### src/rtl/rv32e_lsu_if.sv
// rtl/rv32e_lsu_if.sv - LSU data-bus interface (req/gnt/rvalid)
// Ports (master = LSU, slave = memory):
//   mem_req, mem_we, mem_addr[31:0], mem_wstrb[3:0], mem_wdata[31:0]  master -> slave
//   mem_gnt, mem_rvalid, mem_rdata[31:0]                              slave -> master
interface rv32e_lsu_if;
  logic        mem_req;
  logic        mem_we;
  logic [31:0] mem_addr;
  logic [3:0]  mem_wstrb;
  logic [31:0] mem_wdata;
  logic        mem_gnt;
  logic        mem_rvalid;
  logic [31:0] mem_rdata;

  modport master (
    output mem_req, mem_we, mem_addr, mem_wstrb, mem_wdata,
    input  mem_gnt, mem_rvalid, mem_rdata
  );

  modport slave (
    input  mem_req, mem_we, mem_addr, mem_wstrb, mem_wdata,
    output mem_gnt, mem_rvalid, mem_rdata
  );
endinterface

### src/rtl/rv32e_lsu.sv
// rtl/rv32e_lsu.sv - RV32E load/store unit, one access per lsu_valid
// Ports:
//   clk, rst (sync, active-high)
//   lsu_valid, lsu_we, funct3[2:0], addr[31:0], wdata[31:0], rd_in[4:0]  access request
//   stall, done, rdata[31:0], rd_out[4:0], reg_write, exc, exc_cause[1:0] core result
//   bus (rv32e_lsu_if.master)                                           data bus
// Optional: RV32E_LSU_TIMEOUT_EN enables the bus-response watchdog (TIMEOUT_CYCLES).
module rv32e_lsu #(
  parameter int unsigned TIMEOUT_CYCLES = 255
) (
  input  logic        clk,
  input  logic        rst,
  input  logic        lsu_valid,
  input  logic        lsu_we,
  input  logic [2:0]  funct3,
  input  logic [31:0] addr,
  input  logic [31:0] wdata,
  input  logic [4:0]  rd_in,
  output logic        stall,
  output logic        done,
  output logic [31:0] rdata,
  output logic [4:0]  rd_out,
  output logic        reg_write,
  output logic        exc,
  output logic [1:0]  exc_cause,
  rv32e_lsu_if.master bus
);

  typedef enum logic [1:0] {IDLE, REQ, WAIT, DONE} state_t;

  state_t      state;
  logic        we_q;
  logic [2:0]  f3_q;
  logic [1:0]  off_q;

  logic        f3_illegal;
  logic        misaligned;
  logic [3:0]  st_wstrb;
  logic [31:0] st_wdata;
  logic [7:0]  ld_byte;
  logic [15:0] ld_half;
  logic [31:0] ld_data;
  logic        rsp_ok;

  // Request decode, evaluated on the acceptance cycle from the live inputs.
  always_comb begin
    f3_illegal = (funct3 == 3'b011) || (funct3[2:1] == 2'b11) || (funct3[2] && lsu_we);
    misaligned = ((funct3[1:0] == 2'b01) && addr[0]) ||
                 ((funct3[1:0] == 2'b10) && (addr[1:0] != 2'b00));
    case (funct3[1:0])
      2'b00:   begin st_wstrb = 4'b0001 << addr[1:0];               st_wdata = {4{wdata[7:0]}};  end
      2'b01:   begin st_wstrb = addr[1] ? 4'b1100 : 4'b0011;        st_wdata = {2{wdata[15:0]}}; end
      default: begin st_wstrb = 4'b1111;                            st_wdata = wdata;            end
    endcase
  end

  // Load extraction uses the latched size and byte offset.
  always_comb begin
    ld_byte = bus.mem_rdata[{off_q, 3'b000} +: 8];
    ld_half = off_q[1] ? bus.mem_rdata[31:16] : bus.mem_rdata[15:0];
    case (f3_q)
      3'b000:  ld_data = {{24{ld_byte[7]}}, ld_byte};
      3'b001:  ld_data = {{16{ld_half[15]}}, ld_half};
      3'b100:  ld_data = {24'h0, ld_byte};
      3'b101:  ld_data = {16'h0, ld_half};
      default: ld_data = bus.mem_rdata;
    endcase
  end

  // rvalid only counts in REQ when it arrives together with the grant.
  assign rsp_ok = ((state == REQ) && bus.mem_gnt && bus.mem_rvalid) ||
                  ((state == WAIT) && bus.mem_rvalid);

  assign stall = ((state == IDLE) && lsu_valid) || (state == REQ) || (state == WAIT);

`ifdef RV32E_LSU_TIMEOUT_EN
  localparam int TMO_W = ($clog2(TIMEOUT_CYCLES + 1) > 8) ? $clog2(TIMEOUT_CYCLES + 1) : 8;
  logic [TMO_W-1:0] tmo_cnt;
  logic             tmo_hit;
  // Counter is 0 in the first REQ cycle, so the watchdog fires on the
  // TIMEOUT_CYCLES-th cycle spent waiting and DONE lands that many cycles after REQ entry.
  assign tmo_hit = (tmo_cnt == TMO_W'(TIMEOUT_CYCLES - 1));
`else
  // The limit only matters when the watchdog is built in.
  logic unused_tmo;
  assign unused_tmo = (TIMEOUT_CYCLES != 0);
`endif

  always_ff @(posedge clk) begin
    if (rst) begin
      state         <= IDLE;
      we_q          <= 1'b0;
      f3_q          <= 3'b000;
      off_q         <= 2'b00;
      done          <= 1'b0;
      rdata         <= 32'h0;
      rd_out        <= 5'd0;
      reg_write     <= 1'b0;
      exc           <= 1'b0;
      exc_cause     <= 2'b00;
      bus.mem_req   <= 1'b0;
      bus.mem_we    <= 1'b0;
      bus.mem_addr  <= 32'h0;
      bus.mem_wstrb <= 4'b0000;
      bus.mem_wdata <= 32'h0;
`ifdef RV32E_LSU_TIMEOUT_EN
      tmo_cnt       <= '0;
`endif
    end else begin
      done      <= 1'b0;
      reg_write <= 1'b0;
      case (state)
        IDLE: begin
          if (lsu_valid) begin
            we_q   <= lsu_we;
            f3_q   <= funct3;
            off_q  <= addr[1:0];
            rd_out <= rd_in;
            rdata  <= 32'h0;
            if (f3_illegal) begin
              state     <= DONE;
              done      <= 1'b1;
              exc       <= 1'b1;
              exc_cause <= 2'b10;
            end else if (misaligned) begin
              state     <= DONE;
              done      <= 1'b1;
              exc       <= 1'b1;
              exc_cause <= 2'b01;
            end else begin
              state         <= REQ;
              exc           <= 1'b0;
              exc_cause     <= 2'b00;
              bus.mem_req   <= 1'b1;
              bus.mem_we    <= lsu_we;
              bus.mem_addr  <= {addr[31:2], 2'b00};
              bus.mem_wstrb <= lsu_we ? st_wstrb : 4'b0000;
              bus.mem_wdata <= st_wdata;
`ifdef RV32E_LSU_TIMEOUT_EN
              tmo_cnt       <= '0;
`endif
            end
          end
        end
        REQ, WAIT: begin
`ifdef RV32E_LSU_TIMEOUT_EN
          tmo_cnt <= tmo_cnt + 1'b1;
`endif
          if (rsp_ok) begin
            state       <= DONE;
            done        <= 1'b1;
            bus.mem_req <= 1'b0;
            rdata       <= we_q ? 32'h0 : ld_data;
            reg_write   <= ~we_q;
          end
`ifdef RV32E_LSU_TIMEOUT_EN
          else if (tmo_hit) begin
            state       <= DONE;
            done        <= 1'b1;
            bus.mem_req <= 1'b0;
            exc         <= 1'b1;
            exc_cause   <= 2'b11;
            rdata       <= 32'h0;
          end
`endif
          else if ((state == REQ) && bus.mem_gnt) begin
            state       <= WAIT;
            bus.mem_req <= 1'b0;
          end
        end
        DONE: begin
          state     <= IDLE;
          exc       <= 1'b0;
          exc_cause <= 2'b00;
        end
        default: state <= IDLE;
      endcase
    end
  end

endmodule

### src/flat_wrapper.sv
// flat-port wrapper written by rule: the top's interface ports become plain ports
module rv32e_lsu_flat 
#(
  parameter int unsigned TIMEOUT_CYCLES = 255
)
  (clk, rst, lsu_valid, lsu_we, funct3, addr, wdata, rd_in, stall, done, rdata, rd_out, reg_write, exc, exc_cause, bus_mem_req, bus_mem_we, bus_mem_addr, bus_mem_wstrb, bus_mem_wdata, bus_mem_gnt, bus_mem_rvalid, bus_mem_rdata);
  rv32e_lsu_if bus_i ();
  input  logic clk;
  input  logic rst;
  input  logic lsu_valid;
  input  logic lsu_we;
  input  logic [2:0] funct3;
  input  logic [31:0] addr;
  input  logic [31:0] wdata;
  input  logic [4:0] rd_in;
  output logic stall;
  output logic done;
  output logic [31:0] rdata;
  output logic [4:0] rd_out;
  output logic reg_write;
  output logic exc;
  output logic [1:0] exc_cause;
  output wire logic [$bits(bus_i.mem_req)-1:0] bus_mem_req;
  output wire logic [$bits(bus_i.mem_we)-1:0] bus_mem_we;
  output wire logic [$bits(bus_i.mem_addr)-1:0] bus_mem_addr;
  output wire logic [$bits(bus_i.mem_wstrb)-1:0] bus_mem_wstrb;
  output wire logic [$bits(bus_i.mem_wdata)-1:0] bus_mem_wdata;
  input wire logic [$bits(bus_i.mem_gnt)-1:0] bus_mem_gnt;
  input wire logic [$bits(bus_i.mem_rvalid)-1:0] bus_mem_rvalid;
  input wire logic [$bits(bus_i.mem_rdata)-1:0] bus_mem_rdata;
  assign bus_mem_req = bus_i.mem_req;
  assign bus_mem_we = bus_i.mem_we;
  assign bus_mem_addr = bus_i.mem_addr;
  assign bus_mem_wstrb = bus_i.mem_wstrb;
  assign bus_mem_wdata = bus_i.mem_wdata;
  assign bus_i.mem_gnt = bus_mem_gnt;
  assign bus_i.mem_rvalid = bus_mem_rvalid;
  assign bus_i.mem_rdata = bus_mem_rdata;
  rv32e_lsu #(.TIMEOUT_CYCLES(TIMEOUT_CYCLES)) u_core (.clk(clk), .rst(rst), .lsu_valid(lsu_valid), .lsu_we(lsu_we), .funct3(funct3), .addr(addr), .wdata(wdata), .rd_in(rd_in), .stall(stall), .done(done), .rdata(rdata), .rd_out(rd_out), .reg_write(reg_write), .exc(exc), .exc_cause(exc_cause), .bus(bus_i));
endmodule
### config.mk
export PLATFORM = sky130hd
export DESIGN_NAME = rv32e_lsu_flat
export DESIGN_NICKNAME = d
export VERILOG_FILES = /design/src/rtl/rv32e_lsu_if.sv /design/src/rtl/rv32e_lsu.sv /design/src/flat_wrapper.sv
export SDC_FILE = /design/constraint.sdc
export NUM_CORES = 1
export LEC_CHECK = 0
export ABC_AREA = 1
export BUFFER_PORTS_ARGS = -buffer_cell sky130_fd_sc_hd__buf_2
export CAP_MARGIN = 20
export CORE_UTILIZATION = 30
export DETAILED_ROUTE_END_ITERATION = 16
export HOLD_SLACK_MARGIN = 0.1
export SYNTH_ARGS = -nofsm -noshare
export SYNTH_HDL_FRONTEND = slang
export SYNTH_SLANG_ARGS = --single-unit
### constraint.sdc
create_clock -name clk -period 3.35 [get_ports clk]
set_input_delay 0.67 -clock clk [delete_from_list [all_inputs] [get_ports clk]]
set_output_delay 0.67 -clock clk [all_outputs]
set_load 0.02 [all_outputs]
Yosys cells after proc, flatten, opt, wreduce, memory -nomap -nowiden
Cells that the tools add are included.
{ "op_classes": {"eq_ne": 15, "shift": 2, "n_mux": 33, "bitwise_logic": 5, "reduce_logical": 27} }
{ "op_table": {"columns": ["operator", "count"], "rows": [
  ["$pmux 32 s2", 2],
  ["$pmux 32 s4", 1],
  ["$mux 32", 3],
  ["$shiftx 32x6->8", 1],
  ["$mux 16", 1],
  ["$mux 2", 7],
  ["$mux 1", 11],
  ["$eq 2x2->1 const B", 4],
  ["$mux 4", 2],
  ["$pmux 4 s2", 1],
  ["$logic_and 1x1->1", 7],
  ["$eq 3x3->1 const B", 2],
  ["$logic_or 1x1->1", 6],
  ["$ne 2x2->1 const B", 3],
  ["$pmux 1 s2", 3],
  ["$pmux 2 s3", 1],
  ["$reduce_and 2->1", 3],
  ["$reduce_bool 2->1", 3],
  ["$not 1->1", 5],
  ["$reduce_and 5->1", 1],
  ["$eq 2x1->1 const B", 2],
  ["$logic_not 2->1", 2],
  ["$pmux 2 s2", 1],
  ["$reduce_and 4->1", 1],
  ["other kinds (9)", 9]
]} }
{ "word_totals": {"reg_bits": 118, "input_bits": 110, "output_inout_bits": 113} }

Longest topological paths before layout
{ "depth": {"word_depth": 7, "depth_mapped": 12, "ltp_nobuf": 11} }

Least setup slack after synthesis
OpenSTA, ideal clock, no wires.
{ "synth_path": {"path_type": "register -> output", "startpoint": "register u_core.state[0]", "endpoint": "output port stall", "arrival_time_ps": 1395, "path_slack_ps": 1285, "path_stages_with_launch": 7, "n_path_buf": 2, "path_cell_list": "dfxtp_1 > inv_1 > ha_1 > nand2_1 > buf_2 > clkbuf_1 > nand2_1"} }
{ "synth_between": {"elab_chain_len": 4, "word_cells_on_any_way": 6, "classes_between": "eq/ne: 2; reduce/logical: 4"} }
{ "synth_rtl": {"columns": ["element", "line", "source"], "rows": [
  ["start, declared", "rv32e_lsu.sv:31", "state_t state;"],
  ["start signal, assigned", "rv32e_lsu.sv:91", "state <= IDLE;"],
  ["start signal, assigned", "rv32e_lsu.sv:121", "state <= DONE;"],
  ["start signal, assigned", "rv32e_lsu.sv:126", "state <= DONE;"],
  ["$logic_not 2->1", "rv32e_lsu.sv:74", "assign stall = ((state == IDLE) && lsu_valid) || (state == REQ) || (state == WAIT);"],
  ["$logic_and 1x1->1", "rv32e_lsu.sv:74", null],
  ["$logic_or 1x1->1", "rv32e_lsu.sv:74", null],
  ["$logic_or 1x1->1 *", "rv32e_lsu.sv:74", null],
  ["end, declared", "flat_wrapper.sv:16", "output logic stall;"]
]} }
Every way passes the cells marked *; elsewhere a longest branch is shown, timed or not.

Worst setup path in the final report
Ends and elaborated chain as after synthesis.

==> impl_metrics.tcl <==
set metrics [dict create \
    clk_path_buf_depth 2 \
    gr-total-overflow 0 \
    worst_pin_slew_ns 0.793 \
    ant_nets 0 \
    nets 1113 \
    cts_setup_buffers 0 \
    tritoncts "built" \
    startpoint "u_core.state[0]$_SDFFE_PP0P_" \
    synth_cell_types 26 \
    synth_area_per_cell_sq_um 6.84 \
    worstPathMaxFanout 19 \
    maxCapViolCount 0 \
    syn_to_final_growth_pct 33.2 \
    cts_buffers 17 \
    grt_setup_unrepaired "false" \
    grt_start_max_net_pins 63 \
    synth_seq_cells 118 \
    finalCritPeriodShare_pct 73.7 \
    place.gp.congestion 0.847 \
    clk_latency_ns 0.42 \
    vias_per_cell 4.71 \
    reg2reg_depth 9 \
    p_per_area_mw_per_mm2 862 \
    dp_hpwl_mm 12.8 \
    drc 0 \
    cts.repair.resized 0 \
    min_path_type "flip-flop to flip-flop" \
    dieArea_sq_mm 0.0187 \
    grt_antenna_before_repair 3 \
    crit_path_end "stall" \
    fmax_mhz 405 \
    drt_iter0_drc 343 \
    syn_area_sq_mm 0.00545 \
    die_h_um 137 \
    final-hold-violation-count 0 \
    synth_warnings 0 \
    p_leak_nw 3.74 \
    fillCellCount 1900 \
    crit_path_end_kind "output pin" \
    start_kind "flip-flop" \
    criticalPathCategory "flip-flop to output pin" \
    num_antenna_cells 0 \
    dr.pass1.iters 5 \
    cts_hold_buf 0 \
    outcome "complete, no violations" \
    setup_viol 0 \
    fp-row-count 48 \
    synth.yosys.seq_area_share_pct 43.3 \
    io_buffer_count 220 \
    reg2reg_slack_ns 0.98 \
    p_total_mw 6.27 \
    avgRoutedWirePerCell_um 14.5 \
    clock_skew_ns 0.00861 \
    r2r_start "u_core.state[1]$_SDFFE_PP0P_" \
    cts_max_level 4 \
    start_util_pct 31.1 \
    relSlewSlack_pct 47.0 \
    synth_top_area_share_pct 43.3 \
    final_util_pct 41.4 \
    r2r-end "u_core.rdata[6]$_SDFFE_PP0P_" \
    clkTransAtPathRegs_ns 0.06 \
    syn-instance-count 797 \
    grt_pass1_wl_mm 28.1 \
    drive_gt1_share_pct 27.7 \
    final_cell_mix "220 x buf_2, 178 x nor2_1, 148 x nand2_1" \
    holdWs_ns 0.450 \
    cts-root-buf "clkbuf_16" \
    synth.area.top_cells "dfxtp_1 43%, nor2_1 12%, o21ai_0 12%" \
    routed_wl_mm 17.9 \
    dieWidth_um 137 \
    cp.arrival_ns 1.80 \
    final_common_cell "buf_2" \
    fin_crit_ns 2.47 \
    ir_drop_mv 0.388 \
    setup_tns_ns 0 \
    vias 5816 \
    cp.required_ns 2.68 \
    grt_pass1_vias 5459 \
    cts.sinks 118 \
    core_sq_mm 0.0175 \
    io_pins 223 \
    yosysTopAreaCell "dfxtp_1" \
    groute.usage.overall_pct 19.7 \
    slew_violations 0 \
]
-- metrics by stage --
| step | area (sq um) | setup WS [ns] | cells |
|---|---|---|---|
| CTS | 7270 | 0.866 | 1235 |
| detailed placement | 6680 | 0.856 | 1204 |
| global route | 7270 | 0.636 | 1235 |
| finish | 7270 | 0.883 | 1235 |
| global placement | 6680 | 0.886 | 1204 |
| floorplan | 5460 | 1.28 | 798 |
-- final cells by class --
type	instances	area (sq um)	area share (%)
clock buffers	18	439	6.04
clock inverters	13	146	2.01
inverters	56	210	2.89
multi-input cells	574	2630	36.2
flip-flops and latches	118	2360	32.5
well taps	225	282	3.87
repair buffers	231	1200	16.5
-- cells in the mapped netlist (all sizes together) --
cell / count
nand3: 22
mux2i: 8
clkbuf: 26
conb: 1
nand2: 151
nand4: 5
o21ai: 126
inv: 56
nor2: 180
a21boi: 1
nor3: 1
dfxtp: 118
ha: 5
o211ai: 7
a21oi: 66
buf: 24
-- routing by layer --
metal	track usage [%]	up-vias	part of all wire [%]
li1	-	2959	-
met1	24.2	2596	44
met2	31.8	230	45
met3	6.93	25	9.7
met4	6.65	6	1.5
met5	0	-	0.17
-- worst min-delay path by stage --
| stage | startpoint | slack (ns) | endpoint | cells past startpoint |
|---|---|---|---|---|
| after floorplan | u_core.we_q$_SDFFE_PP0P_ | 0.45 | u_core.we_q$_SDFFE_PP0P_ | 2 |
| after global placement | u_core.bus.mem_wdata[20]$_SDFFE_PP0P_ | 0.44 | u_core.bus.mem_wdata[20]$_SDFFE_PP0P_ | 2 |
| after detailed placement | u_core.bus.mem_wdata[21]$_SDFFE_PP0P_ | 0.44 | u_core.bus.mem_wdata[21]$_SDFFE_PP0P_ | 2 |
| after CTS | u_core.bus.mem_wdata[21]$_SDFFE_PP0P_ | 0.45 | u_core.bus.mem_wdata[21]$_SDFFE_PP0P_ | 2 |
| after global routing | addr[13] | 0.46 | u_core.bus.mem_addr[13]$_SDFFE_PP0P_ | 3 |
| final | u_core.bus.mem_wdata[19]$_SDFFE_PP0P_ | 0.45 | u_core.bus.mem_wdata[19]$_SDFFE_PP0P_ | 2 |
-- registers in the layout, indices dropped and copies added, names as in the netlist --
name	flops
u_core.bus.mem_addr	30
u_core.bus.mem_req	1
u_core.bus.mem_wdata	32
u_core.bus.mem_we	1
u_core.bus.mem_wstrb	4
u_core.done	1
u_core.exc	1
u_core.exc_cause	2
u_core.f3_q	3
u_core.off_q	2
u_core.rd_out	5
u_core.rdata	32
u_core.reg_write	1
u_core.state	2
u_core.we_q	1
-- worst max-delay path: stages, from the launching register on --
cell	delay [ns]
dfxtp_1	0.38
inv_1	0.10
ha_1	0.27
nand2_1	0.11
buf_4	0.26
nand2_1	0.10
buf_2	0.16
-- cells by family after synthesis --
logic type / Yosys count / share of synthesized area [%]
buffers and inverters: 106 / 8.51
AOI/OAI and AO/OA: 200 / 19.3
and+or+nand+nor: 359 / 26.2
DFF: 118 / 43.3
other: 1 / 0.0688
adders and majority gates: 5 / 1.15
muxes: 8 / 1.47
-- where the power goes --
| part | leakage, nW | internal [mW] | switching (mW) | total [mW] |
|---|---|---|---|---|
| logic | 2.49 | 0.783 | 1.74 | 2.52 |
| clock network | 0.284 | 1.12 | 0.704 | 1.82 |
| registers | 0.966 | 1.74 | 0.178 | 1.92 |
No activity file was read; power rests on OpenSTA's default activity.
